$ cat src/rtl/vn_lut_port_sched.sv
// vn_lut_port_sched: round-robin scheduler sharing one dual-port VN LUT among REQ_NUM requesters.
// Grants up to two reads per cycle (port A then port B) and routes LUT data back by tag.
module vn_lut_port_sched #(
  parameter int REQ_NUM = 4,
  parameter int Y0_W    = 2,
  parameter int Y1_W    = 3,
  parameter int PAGE_W  = 5,
  parameter int DATA_W  = 3,
  parameter int LUT_LAT = 1
) (
  input  logic                      sys_clk,
  input  logic                      rst,
  input  logic                      sched_en,
  input  logic [REQ_NUM-1:0]        req_valid,
  input  logic [REQ_NUM*Y0_W-1:0]   req_y0,
  input  logic [REQ_NUM*Y1_W-1:0]   req_y1,
  output logic [REQ_NUM-1:0]        req_ready,
  output logic                      ren_A,
  output logic [PAGE_W-1:0]         page_addr_A,
  output logic                      ren_B,
  output logic [PAGE_W-1:0]         page_addr_B,
  input  logic [DATA_W-1:0]         lut_dout_A,
  input  logic [DATA_W-1:0]         lut_dout_B,
  output logic [REQ_NUM-1:0]        rsp_valid,
  output logic [REQ_NUM*DATA_W-1:0] rsp_data,
  output logic                      busy
);

  localparam int            IW          = (REQ_NUM > 1) ? $clog2(REQ_NUM) : 1;
  localparam logic [IW:0]   REQ_NUM_EXT = (IW+1)'(REQ_NUM);
  localparam logic [IW-1:0] LAST_IDX    = IW'(REQ_NUM - 1);

  typedef enum logic [1:0] {IDLE = 2'd0, RUN = 2'd1, DRAIN = 2'd2} state_t;

  state_t                    state_r;
  logic [IW-1:0]             rr_ptr_r;
  logic [IW-1:0]             iss_idx_a_r;
  logic [IW-1:0]             iss_idx_b_r;
  logic                      tag_a_v_r   [LUT_LAT];
  logic [IW-1:0]             tag_a_idx_r [LUT_LAT];
  logic                      tag_b_v_r   [LUT_LAT];
  logic [IW-1:0]             tag_b_idx_r [LUT_LAT];

  logic [REQ_NUM-1:0]        gnt_vec_s;
  logic                      gnt_a_s;
  logic                      gnt_b_s;
  logic [IW-1:0]             gnt_a_idx_s;
  logic [IW-1:0]             gnt_b_idx_s;
  logic [IW:0]               scan_sum_s;
  logic [IW-1:0]             scan_idx_s;
  logic                      inflight_s;
  logic [REQ_NUM-1:0]        rsp_valid_nxt_s;
  logic [REQ_NUM*DATA_W-1:0] rsp_data_nxt_s;

  function automatic logic [IW-1:0] next_idx(input logic [IW-1:0] idx);
    logic [IW-1:0] nxt;
    if (idx == LAST_IDX) begin
      nxt = '0;
    end else begin
      nxt = idx + IW'(1);
    end
    return nxt;
  endfunction

  // Circular scan from rr_ptr_r: first valid requester takes port A, second takes port B
  always_comb begin
    gnt_vec_s   = '0;
    gnt_a_s     = 1'b0;
    gnt_b_s     = 1'b0;
    gnt_a_idx_s = '0;
    gnt_b_idx_s = '0;
    scan_sum_s  = '0;
    scan_idx_s  = '0;
    if ((state_r == RUN) && sched_en) begin
      for (int k = 0; k < REQ_NUM; k++) begin
        scan_sum_s = {1'b0, rr_ptr_r} + (IW+1)'(k);
        if (scan_sum_s >= REQ_NUM_EXT) begin
          scan_sum_s = scan_sum_s - REQ_NUM_EXT;
        end else begin
          scan_sum_s = scan_sum_s;
        end
        scan_idx_s = scan_sum_s[IW-1:0];
        if (req_valid[scan_idx_s] && !gnt_a_s) begin
          gnt_a_s               = 1'b1;
          gnt_a_idx_s           = scan_idx_s;
          gnt_vec_s[scan_idx_s] = 1'b1;
        end else if (req_valid[scan_idx_s] && !gnt_b_s) begin
          gnt_b_s               = 1'b1;
          gnt_b_idx_s           = scan_idx_s;
          gnt_vec_s[scan_idx_s] = 1'b1;
        end else begin
          gnt_vec_s = gnt_vec_s;
        end
      end
    end else begin
      gnt_vec_s = '0;
    end
  end

  assign req_ready = gnt_vec_s;
  assign busy      = (state_r != IDLE);

  // A read counts as in flight from issue until its response strobe has been shown
  always_comb begin
    inflight_s = ren_A | ren_B | (|rsp_valid);
    for (int k = 0; k < LUT_LAT; k++) begin
      inflight_s = inflight_s | tag_a_v_r[k] | tag_b_v_r[k];
    end
  end

  // Route the LUT data of each port to the requester named by its oldest tag
  always_comb begin
    rsp_valid_nxt_s = '0;
    rsp_data_nxt_s  = rsp_data;
    if (tag_a_v_r[LUT_LAT-1]) begin
      rsp_valid_nxt_s[tag_a_idx_r[LUT_LAT-1]]                       = 1'b1;
      rsp_data_nxt_s[int'(tag_a_idx_r[LUT_LAT-1])*DATA_W +: DATA_W] = lut_dout_A;
    end else begin
      rsp_data_nxt_s = rsp_data_nxt_s;
    end
    if (tag_b_v_r[LUT_LAT-1]) begin
      rsp_valid_nxt_s[tag_b_idx_r[LUT_LAT-1]]                       = 1'b1;
      rsp_data_nxt_s[int'(tag_b_idx_r[LUT_LAT-1])*DATA_W +: DATA_W] = lut_dout_B;
    end else begin
      rsp_data_nxt_s = rsp_data_nxt_s;
    end
  end

  // Scheduler state, pointer, issue registers, tag pipeline and response stage
  always_ff @(posedge sys_clk or posedge rst) begin
    if (rst) begin
      state_r     <= IDLE;
      rr_ptr_r    <= '0;
      ren_A       <= 1'b0;
      ren_B       <= 1'b0;
      page_addr_A <= '0;
      page_addr_B <= '0;
      iss_idx_a_r <= '0;
      iss_idx_b_r <= '0;
      for (int k = 0; k < LUT_LAT; k++) begin
        tag_a_v_r[k]   <= 1'b0;
        tag_a_idx_r[k] <= '0;
        tag_b_v_r[k]   <= 1'b0;
        tag_b_idx_r[k] <= '0;
      end
      rsp_valid   <= '0;
      rsp_data    <= '0;
    end else begin
      case (state_r)
        IDLE: begin
          if (sched_en) state_r <= RUN;
        end
        RUN: begin
          if (!sched_en) state_r <= inflight_s ? DRAIN : IDLE;
        end
        DRAIN: begin
          if (sched_en) state_r <= RUN;
          else if (!inflight_s) state_r <= IDLE;
        end
        default: state_r <= IDLE;
      endcase

      if (gnt_b_s) rr_ptr_r <= next_idx(gnt_b_idx_s);
      else if (gnt_a_s) rr_ptr_r <= next_idx(gnt_a_idx_s);

      // Page addresses hold their last value between issues
      ren_A       <= gnt_a_s;
      ren_B       <= gnt_b_s;
      iss_idx_a_r <= gnt_a_idx_s;
      iss_idx_b_r <= gnt_b_idx_s;
      if (gnt_a_s) begin
        page_addr_A <= PAGE_W'({req_y0[int'(gnt_a_idx_s)*Y0_W +: Y0_W],
                                req_y1[int'(gnt_a_idx_s)*Y1_W +: Y1_W]});
      end
      if (gnt_b_s) begin
        page_addr_B <= PAGE_W'({req_y0[int'(gnt_b_idx_s)*Y0_W +: Y0_W],
                                req_y1[int'(gnt_b_idx_s)*Y1_W +: Y1_W]});
      end

      tag_a_v_r[0]   <= ren_A;
      tag_a_idx_r[0] <= iss_idx_a_r;
      tag_b_v_r[0]   <= ren_B;
      tag_b_idx_r[0] <= iss_idx_b_r;
      for (int k = 1; k < LUT_LAT; k++) begin
        tag_a_v_r[k]   <= tag_a_v_r[k-1];
        tag_a_idx_r[k] <= tag_a_idx_r[k-1];
        tag_b_v_r[k]   <= tag_b_v_r[k-1];
        tag_b_idx_r[k] <= tag_b_idx_r[k-1];
      end

      rsp_valid <= rsp_valid_nxt_s;
      rsp_data  <= rsp_data_nxt_s;
    end
  end

endmodule

$ cat config.mk
export PLATFORM = sky130hd
export DESIGN_NAME = vn_lut_port_sched
export DESIGN_NICKNAME = d
export VERILOG_FILES = /design/src/rtl/vn_lut_port_sched.sv
export SDC_FILE = /design/constraint.sdc
export NUM_CORES = 1
export LEC_CHECK = 0
export ABC_AREA = 1
export CAP_MARGIN = 20
export CELL_PAD_IN_SITES_DETAIL_PLACEMENT = 1
export CELL_PAD_IN_SITES_GLOBAL_PLACEMENT = 1
export CORE_AREA = 8 8 110 112
export DETAILED_ROUTE_END_ITERATION = 6
export DIE_AREA = 0 0 118 120
export GPL_ROUTABILITY_DRIVEN = 0
export GPL_TIMING_DRIVEN = 0
export PLACE_DENSITY = 0.78
export SLEW_MARGIN = 15
export SYNTH_ARGS = -nofsm -noshare
export SYNTH_HDL_FRONTEND = slang
export SYNTH_SLANG_ARGS = --single-unit
$ cat constraint.sdc
create_clock -name sys_clk -period 3.2 [get_ports sys_clk]
set_input_delay 0.64 -clock sys_clk [delete_from_list [all_inputs] [get_ports sys_clk]]
set_output_delay 0.64 -clock sys_clk [all_outputs]
set_load 0.005 [all_outputs]
==> metrics.md, run 1 <==
| Metric | Value |
|---|---|
| Status | finished, final reports clean |
| Yosys top cell area share | 34.87% |
| Routed WL | 8871 um |
| Later-pin clock latency in the skew report | 0.30 ns |
| Unrepaired setup endpoints after global routing | no |
| Worst Setup Start Kind | primary input |
| Row count | 38 |
| Setup_tns | 0 ns |
| Initial DRC count | 103 |
| Synthesized netlist cell count | 394 |
| Slew headroom | 72.23% |
| Largest net degree at the start of global routing | 27 |
| CTS Buf Count | 5 |
| Met3 wire len | 275 um |
| Share of post-route cells with drive strength above 1 | 15.04% |
| Post-synthesis sequential area ratio | 34.87% |
| Syn Nets | roughly 450 |
| Final Hold Fails | 0 |
| # DRC | 0 |
| R2R Setup Slk | 0.62 ns |
| Via-to-Cell Ratio | 4.701 |
| Cts hold-fix bufs | 0 |
| MaxCap Viol Count | 0 |
| H-tree levels | 2 |
| DIE WIDTH | 118 um |
| Pins over their slew limit | 0 |
| Nets@finish | 523 |
| Crit path DAT | 2.43 ns |
| Layout area overhead | 33.42% |
| I/O pin cnt | 66 |
| CP Max Fanout | 8 |
| Vias in the first global route | just over 3000 |
| Fin area | 0.004021 mm^2 |
| Clock buffer depth | 2 |
| Post-route met1 wirelength | 3833 um |
| Synth area leader | dfrtp_1 |
| Initial core utilization | 28.69% |
| Antenna diode count | 0 |
| Die height | ~120 um |
| Worst-path clk slew | approximately 0.07 ns |
| Top cells by area, synth | dfrtp_1 (35%), nand2_1 (15%), ha_1 (7.9%) |
| Placed Area | 0.003860 mm^2 |
| Design Power | 3738 uW |
| Synth Warn # | 0 |
| Uppermost layer routed | met4 |
| Pre-CTS WS | -0.2299 ns |
| Post-synth EDFFs | 0 |
| Commonest non-fill, non-tap cell in the layout | nand2_1 |
| Core area | 0.01051 mm^2 |
| TritonCTS Sinks | between 40 and 50 |
| Max Freq | approximately 330 MHz |
| CTS tree | yes |
| Post-synth top flop | dfrtp_1 |
| DR WL met2 | about 4500 um |
| Global router's overall resource usage | 12.77% |
| Avg Cell Area, Syn | between 7 and 8 um^2 |
| VDD IR max | 0.0002709 V |
| Most frequent cells in the layout | nand2_1 (124), clkdlybuf4s50_1 (61), inv_1 (50) |
| ANT nets after route | 0 |
| #FFs+latches synth | 42 |
| Via count | approximately 2900 |
| Critical path class | in -> out |
| Final min period | 3.074 ns |
| Final Setup Violations | 0 |
| Final setup margin | 0.1262 ns |
| Final HPWL DP | between 7000 and 8000 um |
| 1st-pass router iterations | 4 |
| Hold Path Class | reg -> reg |
| Final period utilization | between 90% and 100% |
| CP endpoint kind | primary output |
| Synthesized cell area | between 0.003 and 0.004 mm^2 |
| Die ar. | 0.01416 mm^2 |
| Synth cell types | 36 |
| Tightest Pin Transition | approximately 0.42 ns |
| Global-route wire length before repair | 15060 um |
| Routed len/inst | 14.50 um |
| Leakage | 0.001966 uW |
| Port buffer count | 65 |
| Initial antenna violation count | 0 |
| CP required | 2.56 ns |
| Gr ovfl total | 0 |
| CTS root buf | clkbuf_8 |
| Final worst clock skew | 0.007366 ns |
| Asr flop ratio synth | 100.0% |
| Power per cell area | 929.6 mW/mm^2 |
layout make-up:
class	count	area [um^2]
Inverter	63	246.5
Clock inverter	2	37.54
Buffer	8	66.31
Tap cell	140	175.2
Timing Repair Buffer	70	695.7
Fill cell	1295	6486
Sequential cell	42	1052
Clock buffer	6	72.57
Multi-Input combinational cell	281	1675
path summary, 6_finish.rpt:
path,startpoint,cells after the start,end
max reg2reg,rr_ptr_r[1],15,rr_ptr_r[1]
min,iss_idx_b_r[1],0,tag_b_idx_r[1]
max,req_valid[2],13,req_ready[2]
max in group asynchronous,rst,3,rr_ptr_r[1]
min reg2reg,iss_idx_b_r[1],0,tag_b_idx_r[1]
min in group asynchronous,rst,2,rsp_data[3]
kinds of logic after synthesis:
family / after synthesis / synth area share (%)
and+or+nand+nor: 218 / 36.16
buffers and inverters: 71 / 10.38
AOI/OAI and AO/OA: 44 / 10.71
DFF: 42 / 34.87
adders and majority gates: 19 / 7.887
through the flow:
stage	utilization (%)	std cells	hold slack [ns]
global route	38.27	612	0.3703
detailed placement	36.73	600	0.3363
CTS	38.13	610	0.3541
floorplan	-	394	0.3312
global placement	36.54	599	0.3342
finish	38.27	612	0.3539
layer usage:
| metal | up-vias | GRT usage, % |
|---|---|---|
| met5 | - | 0 |
| met4 | 0 | 4.964 |
| met3 | 18 | 2.489 |
| met2 | 62 | 23.40 |
| met1 | 1360 | 14.34 |
| li1 | 1437 | - |
synthesized netlist by cell type, types with 3 or more instances:
library cell	count
a21oi_1	15
a41oi_1	4
clkbuf_1	3
dfrtp_1	42
ha_1	19
inv_1	53
inv_2	8
nand2_1	124
nand2_2	10
nand2_4	6
nand3_1	31
nand3_2	5
nand4_1	14
nor2_1	9
nor2_2	3
nor2_4	4
nor3_1	3
nor4_1	5
o211ai_2	5
o21ai_0	4
o22ai_1	9
where the power goes:
group | internal (uW) | leakage (uW) | switching [uW] | total, uW
registers | 716 | 0.000550 | 147 | 863
clock network | 233 | 0.0000514 | 182 | 415
logic | 972 | 0.00136 | 1490 | 2460
total | 1920 | 0.00197 | 1820 | 3740
worst max-delay path, cell delays in order:
cell and delay, ns:
clkdlybuf4s50_1 0.40, inv_1 0.11, nand2_1 0.12, nand3_2 0.11
nand2_4 0.10, nand2_2 0.13, nand2_2 0.07, nand2_2 0.08
nand2_1 0.08, inv_2 0.11, nand2_1 0.06, a41oi_1 0.15
dlygate4sd2_1 0.26
flip-flops by register name, summed over array words and instances, names as in the netlist:
signal and cells:
tag_a_idx_r 2, rsp_data 12, ren_A 1, tag_a_v_r 1, iss_idx_b_r 2, page_addr_A 5
ren_B 1, rsp_valid 4, tag_b_v_r 1, tag_b_idx_r 2, iss_idx_a_r 2, page_addr_B 5
state_r 2, rr_ptr_r 2
what timing repair did:
action / in CTS / in global routing
resized for setup: 11 / 0
setup buffers: 2 / 2
setup endpoints to repair: 4 / 2
(Power assumes the default switching activity.)
==> run 2: changes to the inputs <==
--- a/config.mk
+++ b/config.mk
@@ -5,16 +5,15 @@
 export SDC_FILE = /design/constraint.sdc
 export NUM_CORES = 1
 export LEC_CHECK = 0
-export ABC_AREA = 1
 export CAP_MARGIN = 20
 export CELL_PAD_IN_SITES_DETAIL_PLACEMENT = 1
 export CELL_PAD_IN_SITES_GLOBAL_PLACEMENT = 1
-export CORE_AREA = 8 8 110 112
+export CORE_AREA = 8 8 98 100
 export DETAILED_ROUTE_END_ITERATION = 6
-export DIE_AREA = 0 0 118 120
+export DIE_AREA = 0 0 106 108
 export GPL_ROUTABILITY_DRIVEN = 0
 export GPL_TIMING_DRIVEN = 0
-export PLACE_DENSITY = 0.78
+export PLACE_DENSITY = 0.91
 export SLEW_MARGIN = 15
 export SYNTH_ARGS = -nofsm -noshare
 export SYNTH_HDL_FRONTEND = slang
==> metrics.md, run 2 <==
| Metric | Value |
|---|---|
| Multi-input logic area | 0.001971 mm^2 (was 0.001675 mm^2) |
| Global router's overall resource usage | 17.29% (was 12.77%) |
| Post-synthesis sequential area ratio | 34.31% (was 34.87%) |
| Leakage | 0.001892 uW (was 0.001966 uW) |
| Critical path class | reg -> out (was in -> out) |
| Via-to-Cell Ratio | 5.712 (was 4.701) |
| Critical Path Max Stage Delay | 0.55 ns (was 0.40 ns) |
| Cts hold-fix bufs | 0 (unchanged) |
| CP endpoint kind | primary output (unchanged) |
| Finished Layout Cells | 528 (was 612) |
| Post-synth top flop | dfrtp_1 (unchanged) |
| CP Max Fanout | 5 (was 8) |
| Asr flop ratio synth | 100.0% (unchanged) |
| Global-route wire length before repair | 16090 um (was 15060 um) |
| Routed WL | 10770 um (was 8871 um) |
| Port buffer count | 65 (unchanged) |
| Core area | 0.008051 mm^2 (was 0.01051 mm^2) |
| Status | finished, violations left (was finished, final reports clean) |
| Slowest CP cell | mux4_2 (was clkdlybuf4s50_1) |
| Crit path DAT | 2.79 ns (was 2.43 ns) |
| Commonest non-fill, non-tap cell in the layout | clkdlybuf4s50_1 (was nand2_1) |
| Design Power | 3815 uW (was 3738 uW) |
| Top cells by area, synth | dfrtp_1 (34%), ha_1 (7.8%), nand2_1 (5.1%) (was dfrtp_1 (35%), nand2_1 (15%), ha_1 (7.9%)) |
| Initial antenna violation count | 0 (unchanged) |
| Most frequent cells after synthesis | dfrtp_1 (42), nand2_1 (42), ha_1 (19), inv_1 (19), nor2_1 (18) (was nand2_1 (124), inv_1 (53), dfrtp_1 (42), nand3_1 (31), ha_1 (19)) |
| Final HPWL DP | 7683 um (was 7437 um) |
| Tightest Pin Transition | 0.6925 ns (was 0.4151 ns) |
| Initial DRC count | 175 (was 103) |
| Max Freq | 291.1 MHz (was 325.3 MHz) |
| Inst Count DP | 493 (was 600) |
| # DRC | 0 (unchanged) |
| VDD IR max | 0.0004281 V (was 0.0002709 V) |
| Die ar. | 0.01145 mm^2 (was 0.01416 mm^2) |
| CTS Buf Count | 5 (unchanged) |
| I/O pin cnt | 66 (unchanged) |
| Vias in the first global route | 3168 (was 3099) |
| Row count | 33 (was 38) |
| Via count | 3016 (was 2877) |
| Worst-path clk slew | 0.08 ns (was 0.07 ns) |
| H-tree levels | 2 (unchanged) |
| Syn Nets | 374 (was 446) |
| TritonCTS Sinks | 42 (unchanged) |
| Final worst clock skew | 0.01169 ns (was 0.007366 ns) |
| Failing checks | negative setup slack |
| Avg Cell Area, Syn | 9.512 um^2 (was 7.650 um^2) |
| Largest net degree at the start of global routing | 28 (was 27) |
| Post-synth EDFFs | 0 (unchanged) |
| FF/Latch Area | 0.001054 mm^2 (was 0.001052 mm^2) |
| Filler Cells Inserted | 917 (was 1295) |
| Synth Warn # | 0 (unchanged) |
| Top Family by Delay on Critical Path | buffers and inverters (unchanged) |
| Final setup margin | -0.2349 ns (was 0.1262 ns) |
| Synth area leader | dfrtp_1 (unchanged) |
| Cell breakdown of the critical path | buf_8, clkinvlp_4, ha_4, mux4_2, buf_6, nor2_4, o21a_1, buf_6, buf_6, nand2_4, a21oi_2, buf_2 (was clkdlybuf4s50_1, inv_1, nand2_1, nand3_2, nand2_4, nand2_2, nand2_2, nand2_2, nand2_1, inv_2, nand2_1, a41oi_1, dlygate4sd2_1) |
| Synth cell types | 60 (was 36) |
| Gr ovfl total | 0 (unchanged) |
| Slew headroom | 53.35% (was 72.23%) |
| Synthesized netlist cell count | 322 (was 394) |
| ANT nets after route | 0 (unchanged) |
| Nets@finish | 474 (was 523) |
| Pins over their slew limit | 0 (unchanged) |
| Share of post-route cells with drive strength above 1 | 26.24% (was 15.04%) |
| Antenna diode count | 0 (unchanged) |
| Critical path buffer and inverter count | 6 (was 4) |
| Biggest register | rsp_data (unchanged) |
| Later-pin clock latency in the skew report | 0.30 ns (about the same) |
| CTS root buf | clkbuf_8 (unchanged) |
| Synthesized cell area | 0.003063 mm^2 (was 0.003014 mm^2) |
| Unrepaired setup endpoints after global routing | yes (was no) |
| DIE WIDTH | 106 um (was 118 um) |
| Worst Setup Start Kind | register (was primary input) |
| Power per cell area | 869.2 mW/mm^2 (was 929.6 mW/mm^2) |
| CTS tree | yes (unchanged) |
| Hold Path Class | reg -> reg (unchanged) |
| Crit path top cell by count | buf_6 |
| Final period utilization | 107.3% (was 96.06%) |
| Clock buffer depth | 2 (unchanged) |
| CP required | 2.56 ns (about the same) |
| Routed len/inst | 20.39 um (was 14.50 um) |
| Yosys top cell area share | 34.31% (was 34.87%) |
| Initial core utilization | 38.04% (was 28.69%) |
| 1st-pass router iterations | 5 (was 4) |
| MaxCap Viol Count | 0 (unchanged) |
| Final Hold Fails | 0 (unchanged) |
| Final min period | 3.435 ns (was 3.074 ns) |
| Largest registers | rsp_data x12, page_addr_A x5, page_addr_B x5 (unchanged) |
| Layout area overhead | 43.30% (was 33.42%) |
| #FFs+latches synth | 42 (unchanged) |
| Die height | 108 um (was 120 um) |
| Max FFs per register | 12 (unchanged) |
| Final Setup Violations | 9 (was 0) |
| Most frequent cells in the layout | clkdlybuf4s50_1 (59), dfrtp_1 (40), nand2_1 (37) (was nand2_1 (124), clkdlybuf4s50_1 (61), inv_1 (50)) |
[run 2: routing by layer]
layer	share of wire, %	vias up	track usage, %
met3	5.3	23	3.688
met2	53	105	32.98
met1	39	1510	18.94
met4	2.2	0	4.523
met5	0	-	0
li1	-	1378	-
[run 2: logic make-up after synthesis]
family | after synthesis | synth area share, %
adder cells (fa/ha/maj) | 20 | 8.129
multiplexers | 24 | 9.804
XOR/XNOR | 1 | 0.2860
AND/OR/NAND/NOR | 111 | 18.59
flip-flops | 42 | 34.31
AO/OA/AOI/OAI | 86 | 21.77
buffers and inverters | 38 | 7.108
[run 2: final cells by class]
class / instances / area share [%]
multi-input cells: 242 / 44.90
flip-flops and latches: 42 / 24.00
repair buffers: 96 / 20.50
plain buffers: 15 / 3.079
well taps: 105 / 2.993
inverters: 20 / 2.024
clock buffers: 6 / 1.653
clock inverters: 2 / 0.8552
[run 2: power breakdown]
group	switching (uW)	leakage (uW)	internal [uW]	total, uW
clock	190	0.0000514	233	423
sequential	128	0.000545	683	810
combinational	1330	0.00130	1250	2580
total	1650	0.00189	2170	3820
[run 2: through the flow]
step	setup TNS (ns)	hold WS (ns)	area, um^2	utilization, %	worst slack (ns)
after floorplan	0	0.3312	3098	-	0.001422
after global placement	-3.071	0.3333	3880	48.19	-0.5443
after detailed placement	-4.636	0.3385	3900	48.44	-0.6612
after CTS	-1.128	0.3575	4163	51.70	-0.2262
after global routing	-2.320	0.3707	4389	54.51	-0.3101
final	-1.427	0.3550	4389	54.51	-0.2349
[run 2: what timing repair did]
item,in CTS,in global routing
pin swaps,15,19
setup endpoints to repair,15,17
resized for setup,32,31
endpoints found under the hold margin,0,0
setup buffers,15,15
[run 2: path summary, 6_finish.rpt]
kind / slack [ns] / endpoint / startpoint / cells past startpoint
hold reg to reg: 0.36 / tag_b_idx_r[1] / iss_idx_b_r[1] / 0
max in group asynchronous: 2.08 / rr_ptr_r[0] / rst / 3
hold / removal: 0.36 / tag_b_idx_r[1] / iss_idx_b_r[1] / 0
setup reg to reg: -0.19 / rr_ptr_r[1] / rr_ptr_r[1] / 14
setup / recovery: -0.23 / req_ready[2] / rr_ptr_r[1] / 12
min in group asynchronous: 0.64 / rsp_data[7] / rst / 2
